$ cat config.mk
export PLATFORM = sky130hd
export DESIGN_NAME = spi_slave_core
export DESIGN_NICKNAME = d
export VERILOG_FILES = /design/src/rtl/spi_slave_pkg.sv /design/src/rtl/spi_pin_sync.sv /design/src/rtl/spi_slave_core.sv
export SDC_FILE = /design/constraint.sdc
export NUM_CORES = 1
export LEC_CHECK = 0
export BUFFER_PORTS_ARGS = -buffer_cell sky130_fd_sc_hd__buf_4
export CAP_MARGIN = 20
export CORE_MARGIN = 10
export CORE_UTILIZATION = 35
export DETAILED_ROUTE_END_ITERATION = 8
export PLACE_DENSITY_LB_ADDON = 0.3
export SYNTH_ARGS = -nofsm -noshare
export SYNTH_HDL_FRONTEND = slang
export SYNTH_SLANG_ARGS = --single-unit
$ cat constraint.sdc
create_clock -name i_clk -period 2.25 [get_ports i_clk]
set_input_delay 0.3375 -clock i_clk [delete_from_list [all_inputs] [get_ports i_clk]]
set_output_delay 0.3375 -clock i_clk [all_outputs]
set_load 0.005 [all_outputs]
$ cat src/rtl/spi_slave_pkg.sv
// Shared constants and helpers for the SPI slave core.
package spi_slave_pkg;

    localparam int BYTE_W          = 8;
    localparam int SYNC_STAGES_DEF = 2;
    localparam int BIT_CNT_W       = $clog2(BYTE_W);

    // Counter width for an arbitrary word width; never narrower than 1 bit.
    function automatic int cnt_w(input int w);
        return (w > 1) ? $clog2(w) : 1;
    endfunction

endpackage

$ cat src/rtl/spi_pin_sync.sv
// Multi-flop pin synchroniser with a trailing edge-detect register.
module spi_pin_sync #(
    parameter int   STAGES  = 2,
    parameter logic RST_VAL = 1'b0
) (
    input  logic i_clk,
    input  logic i_rst,
    input  logic i_d,
    output logic o_q,
    output logic o_rise,
    output logic o_fall
);

    logic [STAGES-1:0] sync;
    logic              q_d;

    always_ff @(posedge i_clk or posedge i_rst) begin
        if (i_rst) begin
            sync <= {STAGES{RST_VAL}};
            q_d  <= RST_VAL;
        end else begin
            sync <= {sync[STAGES-2:0], i_d};
            q_d  <= sync[STAGES-1];
        end
    end

    assign o_q    = sync[STAGES-1];
    assign o_rise = o_q & ~q_d;
    assign o_fall = ~o_q & q_d;

endmodule

$ cat src/rtl/spi_slave_core.sv
// SPI mode-0 slave: oversampled pins, word deserialiser, MISO shifter, LEDs.
module spi_slave_core
    import spi_slave_pkg::*;
#(
    parameter int DATA_W      = BYTE_W,
    parameter bit LSB_FIRST   = 1'b1,
    parameter int SYNC_STAGES = SYNC_STAGES_DEF,
    parameter int LED_W       = 5
) (
    input  logic              i_clk,
    input  logic              i_sys_rst,
    input  logic              i_sck,
    input  logic              i_MOSI,
    input  logic              i_cs,
    input  logic [DATA_W-1:0] i_tx_byte,
    output logic              o_MISO,
    output logic [DATA_W-1:0] o_rx_byte,
    output logic              o_rx_dv,
    output logic [LED_W-1:0]  o_leds
);

    localparam int CNT_W = cnt_w(DATA_W);
    localparam logic [CNT_W-1:0] LAST = CNT_W'(DATA_W - 1);

    logic sck_q, sck_rise, sck_fall;
    logic mosi_q, mosi_rise, mosi_fall;
    logic cs_q, cs_rise, cs_fall;
    logic cs_active;

    spi_pin_sync #(.STAGES(SYNC_STAGES), .RST_VAL(1'b0)) u_sck_sync (
        .i_clk  (i_clk),
        .i_rst  (i_sys_rst),
        .i_d    (i_sck),
        .o_q    (sck_q),
        .o_rise (sck_rise),
        .o_fall (sck_fall)
    );

    spi_pin_sync #(.STAGES(SYNC_STAGES), .RST_VAL(1'b0)) u_mosi_sync (
        .i_clk  (i_clk),
        .i_rst  (i_sys_rst),
        .i_d    (i_MOSI),
        .o_q    (mosi_q),
        .o_rise (mosi_rise),
        .o_fall (mosi_fall)
    );

    spi_pin_sync #(.STAGES(SYNC_STAGES), .RST_VAL(1'b1)) u_cs_sync (
        .i_clk  (i_clk),
        .i_rst  (i_sys_rst),
        .i_d    (i_cs),
        .o_q    (cs_q),
        .o_rise (cs_rise),
        .o_fall (cs_fall)
    );

    logic unused_edges;
    assign unused_edges = &{1'b0, sck_q, mosi_rise, mosi_fall, cs_rise};

    assign cs_active = ~cs_q;

    logic [CNT_W-1:0]  bit_cnt, cnt_n;
    logic [DATA_W-1:0] rx_shift, rx_n;
    logic [DATA_W-1:0] tx_shift, tx_n;
    logic              word_done, done_n;
    logic              tx_bit;

    assign tx_bit = LSB_FIRST ? tx_shift[0] : tx_shift[DATA_W-1];

    // Frame start is applied before a coincident SCK rise, so that bit
    // lands in the freshly cleared register as bit 0.
    always_comb begin
        cnt_n  = bit_cnt;
        rx_n   = rx_shift;
        tx_n   = tx_shift;
        done_n = 1'b0;
        if (cs_fall) begin
            cnt_n = '0;
            rx_n  = '0;
            tx_n  = i_tx_byte;
        end
        if (cs_active && sck_rise) begin
            rx_n = LSB_FIRST ? {mosi_q, rx_n[DATA_W-1:1]}
                             : {rx_n[DATA_W-2:0], mosi_q};
            if (cnt_n == LAST) begin
                cnt_n  = '0;
                done_n = 1'b1;
                tx_n   = i_tx_byte;
            end else begin
                cnt_n = cnt_n + CNT_W'(1);
            end
        end else if (cs_active && sck_fall && bit_cnt != '0) begin
            // The fall after a word's last rise must not consume the reload.
            tx_n = LSB_FIRST ? {1'b0, tx_n[DATA_W-1:1]}
                             : {tx_n[DATA_W-2:0], 1'b0};
        end
    end

    always_ff @(posedge i_clk or posedge i_sys_rst) begin
        if (i_sys_rst) begin
            bit_cnt   <= '0;
            rx_shift  <= '0;
            tx_shift  <= '0;
            word_done <= 1'b0;
            o_rx_byte <= '0;
            o_rx_dv   <= 1'b0;
            o_leds    <= '0;
            o_MISO    <= 1'b0;
        end else begin
            bit_cnt   <= cnt_n;
            rx_shift  <= rx_n;
            tx_shift  <= tx_n;
            word_done <= done_n;
            o_rx_dv   <= word_done;
            o_MISO    <= cs_active & tx_bit;
            if (word_done) begin
                o_rx_byte <= rx_shift;
                o_leds    <= rx_shift[LED_W-1:0];
            end
        end
    end

endmodule

After elaboration in Yosys (flattened, before gate mapping):

Index checks and enable logic that the tools add are counted.
W data, S select, Z words.

* register bits after elaboration: 43
* output and inout port bits: 15

* reduce and logical (&&, ||, !) cells: 5
* add/subtract/negate cells: 1
* equal/unequal tests: 1
* bitwise gates (word level): 7
* mux-type cells: 11

Operator list (number)
* $mux W8: 6
* $mux W3: 3
* $and A1 B1 Y1: 4
* $add A3 B1 Y3 const B: 1
* $eq A3 B3 Y1 const B: 1
* $logic_and A1 B1 Y1: 3
* $not A1 Y1: 3
* $reduce_bool A3 Y1: 1
* $mux W1: 2
* $reduce_bool A2 Y1: 1

Logic depth before layout (Yosys ltp):

* depth after elaboration: 6
* depth in mapped cells: 8
* gate-level depth less buffers: 7

Hierarchy:

A second synthesis with hierarchy kept.

* cell total of the unflattened synthesis: 163
* area, all modules: 1796.7 um2

By module, submodules not included
* spi_slave_core: times used 1, cells each 145, area each 1511.4 um2, sequential area each 750.7 um2
* spi_pin_sync (u_mosi_sync ...): times used 2, cells each 6, area each 93.8 um2, sequential area each 75.1 um2
* spi_pin_sync (u_cs_sync): times used 1, cells each 6, area each 97.6 um2, sequential area each 78.8 um2

Worst setup path after synthesis:

Ideal clock, no wire load.

* path kind: reg2reg
* start point: register u_cs_sync.q_d
* end point: register tx_shift[0]
* required time: 2.124 ns
* cell stages (with the launch flop): 8
* arrival: 1.722 ns
* setup slack: 0.403 ns
* library setup time: 0.126 ns
* path buffers: 0
* cell sequence: dfstp_2 > nand2b_1 > and2_1 > ha_1 > ha_1 > and2_1 > o21bai_1 > a221o_1

* longest elaborated chain between the ends: 5
* elaborated cells on any way between the ends: 7
* those cells by class: eq/ne: 1; mux: 5; bitwise: 1

Ends and longest elaborated chain
* start: declaration: line spi_pin_sync.sv:15 `logic q_d;`
* start signal: assignment: line spi_pin_sync.sv:23 `q_d <= sync[STAGES-1];`
* $and A1 B1 Y1 (*): line spi_pin_sync.sv:29 `assign o_fall = ~o_q & q_d;`
* $mux W3: line spi_slave_core.sv:77 `if (cs_fall) begin`
* $eq A3 B3 Y1: line spi_slave_core.sv:85 `if (cnt_n == LAST) begin`
* $mux W8: line spi_slave_core.sv:85
* $mux W8 (*): line spi_slave_core.sv:82 `if (cs_active && sck_rise) begin`
* named net tx_n[0]: line spi_slave_core.sv:64 `logic [DATA_W-1:0] tx_shift, tx_n;`
* end signal: assignment: line spi_slave_core.sv:112 `tx_shift <= tx_n;`
* end: declaration: line spi_slave_core.sv:64

The timed path passes the listed nets; every way through them passes the cells marked *.
A chain may end at the register's enable or synchronous reset.

Worst setup path after layout:

* start point: register u_cs_sync.sync[1]
* end point: register tx_shift[6]

* longest elaborated chain between the ends: 6
* elaborated cells on any way between the ends: 11
* those cells by class: eq/ne: 1; mux: 5; bitwise: 2; reduce/logical: 3

Ends and longest elaborated chain
* start: declaration: line spi_pin_sync.sv:14 `logic [STAGES-1:0] sync;`
* start signal: assignment: line spi_pin_sync.sv:19 `sync <= {STAGES{RST_VAL}};`
* start signal: assignment: line spi_pin_sync.sv:22 `sync <= {sync[STAGES-2:0], i_d};`
* $not A1 Y1 (*): line spi_pin_sync.sv:29, spi_slave_core.sv:60
* $and A1 B1 Y1: line spi_pin_sync.sv:29
* $mux W3: line spi_slave_core.sv:77
* $eq A3 B3 Y1: line spi_slave_core.sv:85
* $mux W8: line spi_slave_core.sv:85
* $mux W8 (*): line spi_slave_core.sv:82
* named net tx_n[6]: line spi_slave_core.sv:64

Marks and branches as above.

==> out/summary.json <==
{
  "outcome": {
    "status": "complete, no violations"
  },
  "floorplanning": {
    "chipWidth_um": 89.1,
    "design.portCount": 28,
    "die-height_um": 89.1,
    "fp.dieArea_um2": 7930,
    "core.rowCount": 25,
    "coreArea_um2": 4660,
    "initial_utilization_pct": 35.8
  },
  "route": {
    "route.final.wire_length_mm": 3.16,
    "first_pass_iters": 4,
    "vias_per_cell": 4.76,
    "drt_iter0_drc": 89,
    "route.antenna.remaining_nets": 0,
    "detailroute.via_count": 1043,
    "routedWlPerCell_um": 14.4,
    "drc": 0
  },
  "synthesis": {
    "yosys_warnings": 0,
    "netlist_area_um2": 1670,
    "synthDistinctLibCells": 28,
    "mean_cell_area_of_the_mapped_netlist_um2": 12.2,
    "post_synth_inst_count": 137,
    "synth_fp_nets": 152,
    "synth-seq-cells": 38,
    "synth.yosys.seq_area_share_pct": 57.2
  },
  "timing": {
    "fin_crit_sh_pct": 89.2,
    "hold_violations": 0,
    "worst_slew_pin_slew_ps": 473,
    "setup_viol": 0,
    "slew_violations": 0,
    "final.setup.tns_ps": 0,
    "clock.fmax_mhz": 498,
    "clock_skew_ps": 2.22,
    "maxSlewHeadroom_pct": 68.5,
    "grt_setup_unrepaired": "no",
    "period_minus_slack_ps": 2010
  },
  "worst_hold_path": {
    "min-delay-path-class": "input pin to flop",
    "worstHoldStart": "i_MOSI",
    "hold_path_depth": 1,
    "hold-path-endpoint": "u_mosi_sync.sync[0]$_DFF_PP0_"
  },
  "clock_tree": {
    "total_number_of_clock_tree_sinks": 38,
    "cts_tree": "yes",
    "cts_hold_buffers": 0,
    "cts_htree_levels": 2,
    "cts_repair_resize_count": 0,
    "cts_max_path_buffers": 2,
    "post-cts-setup-buffers": 0,
    "clk_root_buffer_cell": "sky130_fd_sc_hd__clkbuf_8",
    "path_clk_slew_ps": 70,
    "number_of_clock_buffers_inserted_by_tritoncts": 5,
    "clk-insertion-delay-late_ps": 280
  },
  "worst_setup_path": {
    "crit_path_end_kind": "flop",
    "worst_ep_arrival_time_ps": 2170,
    "critPathLaunchType": "flop",
    "worstPathMaxFanout": 12,
    "critical_path.reg2reg.startpoint": "u_cs_sync.sync[1]$_DFF_PP1_",
    "worst_ep_required_time_ps": 2420,
    "worst-r2r-setup-slack_ps": 240,
    "timing_worst_setup_path_type": "flop to flop",
    "ff_to_ff_path_depth": 7,
    "crit-reg2reg-capture": "tx_shift[6]$_DFF_PP0_"
  },
  "place": {
    "place.port_buffers": 27,
    "gp_routability_congestion": 0.716,
    "place_area_um2": 1900,
    "post-dp-hpwl_mm": 2.29
  },
  "global_route": {
    "global_route.usage.total_pct": 8.61,
    "first_global_vias": 1126,
    "global_route_wire_length_before_repair_mm": 5.27,
    "grt.overflow.total": 0,
    "grt_antenna_before_repair": 0,
    "largest_net_degree_at_the_start_of_global_routing": 39
  },
  "final_layout": {
    "mostFrequentLayoutCell": "sky130_fd_sc_hd__dfrtp_1",
    "post-route-cell-area_um2": 1990,
    "final.fill_count": 432,
    "insertedDiodeCount": 0,
    "flow.area_growth_from_synthesis_pct": 19.1,
    "final_cell_mix": "sky130_fd_sc_hd__dfrtp_1 (35), sky130_fd_sc_hd__buf_4 (32), sky130_fd_sc_hd__nand2_1 (22)",
    "final_layout_size_suffix_gt1_share_pct": 36.4,
    "finish.net_count": 179,
    "finalCoreUtilization_pct": 42.7
  },
  "job": {
    "max_cap_violations": 0
  },
  "power_and_ir_drop": {
    "totalPowerFinal_mw": 1.43,
    "leakage_nw": 0.937,
    "p_per_area_nw_per_um2": 722,
    "vdd.ir_drop.worst_uv": 380
  }
}
## cells by family (layout without fill, tap and decap cells)
logic type / count (synthesis) / count (layout) / share of synthesized area, %
AND/OR/NAND/NOR: 36 / 36 / 10.7
multiplexers: 30 / 30 / 19.2
AO/OA/AOI/OAI: 16 / 16 / 5.25
adder cells (fa/ha/maj): 2 / 2 / 1.50
buffers and inverters: 14 / 42 / 5.62
flip-flops: 38 / 38 / 57.2
XOR/XNOR: 1 / 1 / 0.525
## synth_stat cells (all sizes together)
cell	n	area share [%]
dfrtp	35	52
nand2	22	4.9
mux2	16	11
mux2i	14	8.4
buf	10	4.5
a21oi	8	2.4
o21ai	6	1.8
and2	4	1.5
dfstp	3	4.7
clkbuf	2	0.67
ha	2	1.5
inv	2	0.45
nor2b	2	0.75
a221o	1	0.60
and3b	1	0.52
nand2b	1	0.38
nand3	1	0.30
nor2	1	0.22
nor3	1	0.30
nor3b	1	0.75
nor4b	1	0.52
o21bai	1	0.45
or3b	1	0.52
xnor2	1	0.52
## critical path, stage by stage (launching register included)
cell	delay [ps]
sky130_fd_sc_hd__dfstp_2	600
sky130_fd_sc_hd__nand2b_1	210
sky130_fd_sc_hd__and2_1	190
sky130_fd_sc_hd__ha_1	170
sky130_fd_sc_hd__ha_1	190
sky130_fd_sc_hd__buf_4	180
sky130_fd_sc_hd__o21ai_0	100
sky130_fd_sc_hd__mux2_2	270
## routing by layer
layer	GRT usage, %	routed length (um)	part of all wire [%]	vias to the layer above
met5	0	0	0	-
met3	3.65	264	8.3	2
met2	14.0	1480	47	27
met4	2.60	14	0.44	0
li1	-	-	-	511
met1	10.1	1410	44	503
## layout make-up
type / count / area [um^2] / area share [%]
Clock inverter: 1 / 5.00 / 0.252
Tap cell: 54 / 67.6 / 3.40
Clock buffer: 7 / 86.3 / 4.34
Inverter: 2 / 7.51 / 0.378
Sequential cell: 38 / 955 / 48.0
Multi-Input combinational cell: 85 / 627 / 31.5
Timing Repair Buffer: 32 / 240 / 12.1
## state kept, by name, indices dropped and copies added (netlist names)
register and count:
bit_cnt 3, o_MISO 1, o_rx_byte 8, o_rx_dv 1
rx_shift 8, tx_shift 8, u_cs_sync.q_d 1, u_cs_sync.sync 2
u_mosi_sync.sync 2, u_sck_sync.q_d 1, u_sck_sync.sync 2, word_done 1
## power by group
group | internal, mW | switching [mW] | total (mW)
sequential | 0.744 | 0.0252 | 0.769
combinational | 0.0993 | 0.0939 | 0.193
clock | 0.247 | 0.226 | 0.473
## per-stage QoR
stage,hold slack [ps],instances,worst slack (ps)
after floorplan,331,137,403
after global placement,333,211,324
after detailed placement,346,211,250
after CTS,151,219,231
after global routing,140,219,85.3
final,159,219,244
## worst max-delay path by stage
stage                     slack [ps]  depth (start not counted)                   startpoint                    end
after detailed placement         250                          7  u_cs_sync.sync[1]$_DFF_PP1_  tx_shift[6]$_DFF_PP0_
final                            240                          7  u_cs_sync.sync[1]$_DFF_PP1_  tx_shift[6]$_DFF_PP0_
after floorplan                  400                          7      u_cs_sync.q_d$_DFF_PP1_  tx_shift[0]$_DFF_PP0_
after CTS                        230                          7  u_cs_sync.sync[1]$_DFF_PP1_  tx_shift[6]$_DFF_PP0_
after global placement           320                          7      u_cs_sync.q_d$_DFF_PP1_  tx_shift[0]$_DFF_PP0_
after global routing              90                          7  u_cs_sync.sync[1]$_DFF_PP1_  tx_shift[1]$_DFF_PP0_
Power figures use the tool's default switching activity.
